`src/rtl/regfile_wb_arbiter_pkg.sv`:
```
// Shared constants for the register-file writeback arbiter.
// Optional feature macro: WB_RR_EN (round-robin arbitration; fixed priority when undefined).
package regfile_wb_arbiter_pkg;

  // Register file geometry.
  localparam int REG_ADDR_W = 5;
  localparam int REG_DATA_W = 32;
  localparam logic [REG_ADDR_W-1:0] REG_ZERO = 5'd0;

  // Writeback requester indices.
  localparam int WB_ALU  = 0;
  localparam int WB_LOAD = 1;
  localparam int WB_MDU  = 2;

endpackage

```
`src/rtl/regfile_wb_arbiter_pick.sv`:
```
// One-hot grant picker for the writeback arbiter.
// WB_RR_EN defined: round-robin, the search starts one past ptr.
// WB_RR_EN undefined: fixed priority, lowest index wins, ptr is ignored.
module wb_rr_pick #(
  parameter int NUM_REQ = 3,
  parameter int PTR_W   = 2
) (
  input  logic [NUM_REQ-1:0] req,
  input  logic [PTR_W-1:0]   ptr,
  output logic [NUM_REQ-1:0] grant
);

`ifdef WB_RR_EN
  logic found;
  int   idx;

  // Walk the requesters starting after the last winner; first holder wins.
  always_comb begin
    grant = '0;
    found = 1'b0;
    idx   = 0;
    for (int k = 1; k <= NUM_REQ; k++) begin
      idx = (int'(ptr) + k) % NUM_REQ;
      for (int j = 0; j < NUM_REQ; j++) begin
        if (!found && (j == idx) && req[j]) begin
          grant[j] = 1'b1;
          found    = 1'b1;
        end
      end
    end
  end
`else
  logic found;
  logic ptr_unused;

  // The pointer has no meaning for a fixed-priority pick.
  assign ptr_unused = ^ptr;

  // Lowest-index holder wins.
  always_comb begin
    grant = '0;
    found = 1'b0;
    for (int j = 0; j < NUM_REQ; j++) begin
      if (!found && req[j]) begin
        grant[j] = 1'b1;
        found    = 1'b1;
      end
    end
  end
`endif

endmodule

```
`src/rtl/regfile_wb_arbiter.sv`:
```
// Write-port arbiter for the 32x32 register file. Each writeback source owns a
// one-entry holding register; one held write per cycle drives rf_we/rf_waddr/rf_wdata.
// Writes to register 0 are accepted and discarded.
// Optional feature macro: WB_RR_EN (round-robin instead of fixed priority).
import regfile_wb_arbiter_pkg::*;

module regfile_wb_arbiter #(
  parameter int NUM_REQ = 3,
  parameter int ADDR_W  = REG_ADDR_W,
  parameter int DATA_W  = REG_DATA_W
) (
  input  logic                        clock,
  input  logic                        reset,
  input  logic [NUM_REQ-1:0]          req_valid,
  output logic [NUM_REQ-1:0]          req_ready,
  input  logic [NUM_REQ*ADDR_W-1:0]   req_addr,
  input  logic [NUM_REQ*DATA_W-1:0]   req_data,
  output logic                        rf_we,
  output logic [ADDR_W-1:0]           rf_waddr,
  output logic [DATA_W-1:0]           rf_wdata,
  output logic [NUM_REQ-1:0]          grant,
  output logic                        busy
);

  localparam int PTR_W = (NUM_REQ > 1) ? $clog2(NUM_REQ) : 1;
  localparam logic [ADDR_W-1:0] ZERO_ADDR = ADDR_W'(REG_ZERO);

  // Handshake: requester i transfers at a rising edge where req_valid[i] && req_ready[i].
  // req_ready[i] depends only on held state (empty, or being drained this cycle), never
  // on req_valid, and addr/data are sampled only at the accepting edge.
  logic [NUM_REQ-1:0] hold_valid;
  logic [ADDR_W-1:0]  hold_addr [NUM_REQ];
  logic [DATA_W-1:0]  hold_data [NUM_REQ];
  logic [NUM_REQ-1:0] accept;
  logic [PTR_W-1:0]   pick_ptr;

  assign req_ready = ~hold_valid | grant;
  assign accept    = req_valid & req_ready;
  assign busy      = |hold_valid;
  assign rf_we     = |grant;

  wb_rr_pick #(
    .NUM_REQ (NUM_REQ),
    .PTR_W   (PTR_W)
  ) u_pick (
    .req   (hold_valid),
    .ptr   (pick_ptr),
    .grant (grant)
  );

  // Holding registers: load on accept (unless $0), release when granted.
  always_ff @(posedge clock or negedge reset) begin
    if (!reset) begin
      hold_valid <= '0;
      for (int i = 0; i < NUM_REQ; i++) begin
        hold_addr[i] <= '0;
        hold_data[i] <= '0;
      end
    end else begin
      for (int i = 0; i < NUM_REQ; i++) begin
        if (accept[i]) begin
          hold_valid[i] <= (req_addr[i*ADDR_W +: ADDR_W] != ZERO_ADDR);
          if (req_addr[i*ADDR_W +: ADDR_W] != ZERO_ADDR) begin
            hold_addr[i] <= req_addr[i*ADDR_W +: ADDR_W];
            hold_data[i] <= req_data[i*DATA_W +: DATA_W];
          end
        end else if (grant[i]) begin
          hold_valid[i] <= 1'b0;
        end
      end
    end
  end

  // Output mux: OR of grant-masked entries, so idle cycles drive zeros.
  always_comb begin
    rf_waddr = '0;
    rf_wdata = '0;
    for (int i = 0; i < NUM_REQ; i++) begin
      if (grant[i]) begin
        rf_waddr = rf_waddr | hold_addr[i];
        rf_wdata = rf_wdata | hold_data[i];
      end
    end
  end

`ifdef WB_RR_EN
  logic [PTR_W-1:0] last_grant;
  logic [PTR_W-1:0] grant_idx;

  // Encode the one-hot grant into an index for the round-robin pointer.
  always_comb begin
    grant_idx = '0;
    for (int i = 0; i < NUM_REQ; i++) begin
      if (grant[i]) grant_idx = PTR_W'(i);
    end
  end

  // Remember the last winner; reset value makes requester 0 first in line.
  always_ff @(posedge clock or negedge reset) begin
    if (!reset) begin
      last_grant <= PTR_W'(NUM_REQ - 1);
    end else if (rf_we) begin
      last_grant <= grant_idx;
    end
  end

  assign pick_ptr = last_grant;
`else
  assign pick_ptr = '0;
`endif

endmodule

```
`config.mk`:
```
export PLATFORM = sky130hd
export DESIGN_NAME = regfile_wb_arbiter
export DESIGN_NICKNAME = d
export VERILOG_FILES = /design/src/rtl/regfile_wb_arbiter_pkg.sv /design/src/rtl/regfile_wb_arbiter_pick.sv /design/src/rtl/regfile_wb_arbiter.sv
export SDC_FILE = /design/constraint.sdc
export NUM_CORES = 1
export LEC_CHECK = 0
export CAP_MARGIN = 20
export CELL_PAD_IN_SITES_DETAIL_PLACEMENT = 1
export CELL_PAD_IN_SITES_GLOBAL_PLACEMENT = 1
export CORE_ASPECT_RATIO = 0.6
export CORE_MARGIN = 8
export CORE_UTILIZATION = 41
export CTS_BUF_LIST = sky130_fd_sc_hd__clkbuf_8
export DETAILED_ROUTE_END_ITERATION = 10
export HOLD_SLACK_MARGIN = 0.15
export PLACE_DENSITY = 0.9
export SYNTH_ARGS = -nofsm -noshare
export SYNTH_HDL_FRONTEND = slang
export SYNTH_SLANG_ARGS = --single-unit
```
`constraint.sdc`:
```
create_clock -name clock -period 2.3 [get_ports clock]
set_input_delay 0.345 -clock clock [delete_from_list [all_inputs] [get_ports clock]]
set_output_delay 0.345 -clock clock [all_outputs]
set_load 0.05 [all_outputs]
```
* Word-level counts from Yosys, hierarchy flattened
Index checks and enable logic that the tools add are counted.
** Storage, ports and cells
- Flip-flop bits (word level) :: 114
- Input port bits :: 116
- Output and inout bits :: 45
- Logic and storage cells :: 47
** Operators by class
- Mux-type cells :: 16
- Bitwise logic cells :: 7
- Reduce and logical (&&, ||, !) cells :: 15
** Operator list (count)
- $mux W32 :: 3
- $or A32 B32 Y32 :: 2
- $mux W5 :: 3
- $reduce_bool A5 Y1 :: 3
- $mux W1 :: 10
- $or A5 B5 Y5 :: 2
- $reduce_and A2 Y1 :: 3
- $reduce_bool A2 Y1 :: 3
- $reduce_or A3 Y1 :: 2
- $and A3 B3 Y3 :: 1
- $not A3 Y3 :: 1
- $or A3 B3 Y3 :: 1
- $logic_and A1 B1 Y1 :: 2
- $logic_not A1 Y1 :: 2

* Depth between registers and ports, before layout
- Depth after elaboration :: 10
- Mapped depth :: 5
- Depth with buffers taken out :: 3

* By module
A second synthesis with hierarchy kept.
** Second synthesis, totals
- Cells, all modules :: 344
- Area total of the unflattened synthesis :: 4947.2 um^2
** By module, submodules not included
- regfile_wb_arbiter :: times used 1, cells each 341, area each 4921.0 um^2, sequential area each 2852.7 um^2
- wb_rr_pick :: times used 1, cells each 3, area each 26.3 um^2, sequential area each 0.0 um^2

* Least setup slack after synthesis
No wires, ideal clock.
- Path kind :: reg2out
- Start :: reg hold_valid[1]
- End :: out rf_waddr[4]
- Arrival time :: 2141 ps
- Required time :: 1955 ps
- Setup slack :: -186 ps
- Stages on the path, launching flop included :: 5
- Buffers on the path :: 2
- Cell sequence :: dfrtp_1 -> clkbuf_1 -> clkbuf_1 -> a22oi_1 -> o21ai_0
** Between the ends
- Cells in the longest elaborated chain, start to end :: 6
- Elaborated cells on any way between the ends :: 9
- Classes of those cells :: mux (5); bitwise (1); reduce/logical (3)
** Ends and longest elaborated chain
- start: declaration :: line regfile_wb_arbiter.sv:31 : logic [NUM_REQ-1:0] hold_valid;
- start signal: indexed assignment :: line regfile_wb_arbiter.sv:62 : hold_valid[i] <= (req_addr[i*ADDR_W +: ADDR_W] != ZERO_ADDR);
- $logic_and A1 B1 Y1 (*) :: line regfile_wb_arbiter_pick.sv:44 : if (!found && req[j]) begin
- $mux W1 :: line regfile_wb_arbiter_pick.sv:44
- $logic_not A1 Y1 :: line regfile_wb_arbiter_pick.sv:44
- $logic_and A1 B1 Y1 :: line regfile_wb_arbiter_pick.sv:44
- $mux W1 :: line regfile_wb_arbiter_pick.sv:44
- $mux W5 (*) :: line regfile_wb_arbiter.sv:79 : if (grant[i]) begin
- end: declaration :: line regfile_wb_arbiter.sv:19 : output logic [ADDR_W-1:0] rf_waddr,
Every way passes the cells marked *; elsewhere a longest branch is shown, timed or not.

* Final worst setup path
- Start :: reg hold_valid[0]
- End :: out rf_we
** Between the ends
- Cells in the longest elaborated chain, start to end :: 8
- Elaborated cells on any way between the ends :: 9
- Classes of those cells :: mux (4); reduce/logical (5)
** Ends and longest elaborated chain
- $mux W1 (*) :: line regfile_wb_arbiter_pick.sv:44
- $logic_not A1 Y1 :: line regfile_wb_arbiter_pick.sv:44
- $logic_and A1 B1 Y1 :: line regfile_wb_arbiter_pick.sv:44
- $mux W1 :: line regfile_wb_arbiter_pick.sv:44
- $logic_not A1 Y1 :: line regfile_wb_arbiter_pick.sv:44
- $logic_and A1 B1 Y1 :: line regfile_wb_arbiter_pick.sv:44
- $mux W1 :: line regfile_wb_arbiter_pick.sv:44
- $reduce_or A3 Y1 (*) :: line regfile_wb_arbiter.sv:40 : assign rf_we = |grant;
- end: declaration :: line regfile_wb_arbiter.sv:18 : output logic rf_we,
Marked as above.

==> flow_summary.toml <==
[clocking]
htreeDepth = 4
cts_sinks = 114
cts-root-buf = "clkbuf_8"
numCtsBuffers = 17
clkTransAtPathRegs_ns = 0.07
cts_tree = "yes"
clock_path_buffers = 2
insertion_delay_ns = 0.43

[global_routing]
overflow = 0
track_usage = 0.214
grt_pass1_wl_um = 28100
grt_antenna_before_repair = 1
grt_pass1_vias = 4758
grt_max_degree = 42

[worst_setup_path]
end_kind = "output pin"
crit_slowest_cell = "dfrtp_4"
path_delay_family = "flip-flops"
crit_chain = "buf_6 > or3_1 > buf_12"
crit_fanout = 30
max_stage_delay_ns = 0.59
critPathLaunchType = "flop"
critPathKind = "flop to output pin"
worstPathArrival_ns = 1.89
crit_buf_inv = 2
worstPathRequired_ns = 1.96

[final_layout]
fillers = 1221
antenna-diode-count = 0
multi_input_area_mm2 = 0.00231
fin_cells = 773
regArea_mm2 = 0.00286
areaGrowthSynthToFinish_pct = 54.2
final_nets = 706
drive_above_1_share = 0.381

[yosys]
syn_inst = 423
avgSynthCellArea_um2 = 12.5
synth_common_cells = "dfrtp_1, mux2_2, nand2_1"
ys_types = 24
async_flop_share = 1.00
yosysSeqAreaShare = 0.541
synth_most_common_cell = "dfrtp_1"
syn_nets = 539
synth.largest_area_cell = "dfrtp_1"
synth_top_area_frac = 0.541
syn-cell-area_mm2 = 0.00527
synth_edf_count = 0
synthTopCellsByArea = "dfrtp_1, mux2_2, and3b_1"
synthFlopType = "dfrtp_1"
ys_ff_latch = 114
yosysWarnings = 0

[sta]
slew-limit-headroom = 0.662
slew_violations = 0
finalClockSkew_ns = 0.0126
finalSetupTns_ns = 0
rsz0062_at_grt = "false"
period_minus_slack_ns = 2.23
finalCritPeriodShare = 0.970
hold_viol = 0
fmax_mhz = 448
setup_viol = 0
hold_slack_ns = 0.402
tightest_slew_ns = 0.506

[die]
fp.dieH_um = 104
ios = 161
row_count = 32
initial_utilization = 0.415
die_area_mm2 = 0.0169
core-area_mm2 = 0.0127
fp.dieW_um = 162

[route]
antenna_left = 0
vias = 4067
drt_iter0_drc = 178
wirelength_um = 17500
wire_per_inst_um = 22.6
viasPerCell = 5.26
drc = 0
drt_pass1_iterations = 5

[min_path]
hp-class = "primary input to async pin"

[power]
netSwitchingPower_mw = 2.04
pwr_density_cell_mw_per_mm2 = 861
switching_share = 0.291
combPwrFrac = 0.295
p_clk_frac = 0.338
total_power_mw = 6.99
p_seq_frac = 0.368
irDropWorstVdd_v = 0.000505
intPower_mw = 4.96
p_leak_nw = 3.54

[place]
dp_cells = 737
gp_congestion = 0.790
portBuffers = 159
hpwlAfterDp_um = 12900

[run_status]
status = "finished clean"

[flow_run]
cap_violations = 0
==> per-stage QoR <==
stage / util / area, um^2 / setup WS [ns]
finish: 0.640 / 8120 / 0.0698
global placement: 0.590 / 7490 / 0.0160
detailed placement: 0.590 / 7490 / -0.0558
floorplan: - / 5270 / 0.189
CTS: 0.635 / 8060 / 0.00228
global route: 0.640 / 8120 / 0.000468
==> worst register-to-register path: cells and delay by family, from the launching register on <==
kind	cells	cell delay (ns)
muxes	1	0.33
DFF	1	0.53
AOI/OAI and AO/OA	2	0.40
buffers and inverters	2	0.41
==> final timing paths <==
path                            slack [ns]                         to  cells past startpoint                       from
worst max-delay path                  0.07                      rf_we                      3  hold_valid[0]$_DFFE_PN0P_
worst min-delay path                  0.40  hold_data[83]$_DFFE_PN0P_                      2                      reset
worst max register to register        0.48  hold_data[26]$_DFFE_PN0P_                      5  hold_valid[1]$_DFFE_PN0P_
worst min register to register        0.50   hold_data[3]$_DFFE_PN0P_                      1   hold_data[3]$_DFFE_PN0P_
max in group asynchronous             1.24  hold_data[63]$_DFFE_PN0P_                      3                      reset
min in group clock                    0.50   hold_data[3]$_DFFE_PN0P_                      1   hold_data[3]$_DFFE_PN0P_
==> state kept, by name (all words and copies together), names as in the netlist <==
signal and count:
hold_valid 3, hold_addr 15, hold_data 96
==> cell families (layout without fill, tap and decap cells) <==
| logic type | Yosys count | in the layout | synth area share |
|---|---|---|---|
| buf+inv | 34 | 214 | 0.0387 |
| other cells | 1 | 1 | 0.000712 |
| simple gates | 83 | 83 | 0.0985 |
| mux | 109 | 109 | 0.233 |
| compound gates | 82 | 82 | 0.0876 |
| flops | 114 | 114 | 0.541 |
==> power groups by stage <==
stage | registers (mW) | logic, mW | clock network (mW)
6_report | 2.57 | 2.06 | 2.36
4_1_cts | 2.57 | 2.06 | 2.41
3_5_place_dp | 2.60 | 2.01 | 0
5_1_grt | 2.61 | 2.18 | 2.51
3_3_place_gp | 2.55 | 1.93 | 0
2_1_floorplan | 2.51 | 1.09 | 0
==> layer usage <==
| layer | track usage | vias up | wire length, um | part of all wire |
|---|---|---|---|---|
| met5 | 0 | - | 13 | 0.00074 |
| met4 | 0.0480 | 2 | 191 | 0.011 |
| met3 | 0.0787 | 21 | 1230 | 0.070 |
| met2 | 0.339 | 120 | 8480 | 0.48 |
| met1 | 0.274 | 2080 | 7580 | 0.43 |
| li1 | - | 1844 | - | - |
==> area by class of cell <==
class / instances / share of cell area
Clock buffer: 22 / 0.0373
Sequential cell: 114 / 0.352
Tap cell: 170 / 0.0262
Clock inverter: 10 / 0.0248
Inverter: 1 / 0.000462
Multi-Input combinational cell: 275 / 0.284
Timing Repair Buffer: 181 / 0.275
==> layout by cell type (no fill, tap or decap) <==
| cell | count |
|---|---|
| conb_1 | 1 |
| a21oi_2 | 1 |
| clkdlybuf4s50_1 | 114 |
| nor2b_2 | 1 |
| o21ai_0 | 2 |
| buf_2 | 1 |
| mux2_1 | 5 |
| buf_12 | 46 |
| or4_4 | 2 |
| clkinvlp_4 | 1 |
| dlygate4sd3_1 | 1 |
| clkinv_2 | 2 |
| or3_1 | 2 |
| dlymetal6s2s_1 | 1 |
| inv_1 | 2 |
| and3b_1 | 35 |
| a21oi_1 | 34 |
| nand2_1 | 40 |
| o211ai_4 | 2 |
| buf_4 | 15 |
| dfrtp_4 | 2 |
| o21ai_4 | 1 |
| nor3b_2 | 1 |
| mux2_2 | 104 |
| o21ai_1 | 18 |
| nor2b_1 | 1 |
| buf_6 | 3 |
| a22oi_1 | 2 |
| clkbuf_8 | 22 |
| o21ai_2 | 20 |
| dfrtp_1 | 112 |
| bufinv_16 | 6 |
| or4_1 | 1 |
| a32o_1 | 2 |
==> repair_timing <==
action,CTS,global route
resized for setup,13,14
hold endpoints to repair,28,0
endpoints found under the setup margin,24,28
setup buffers,1,2
hold buffers,1,0
(Power assumes the default switching activity.)
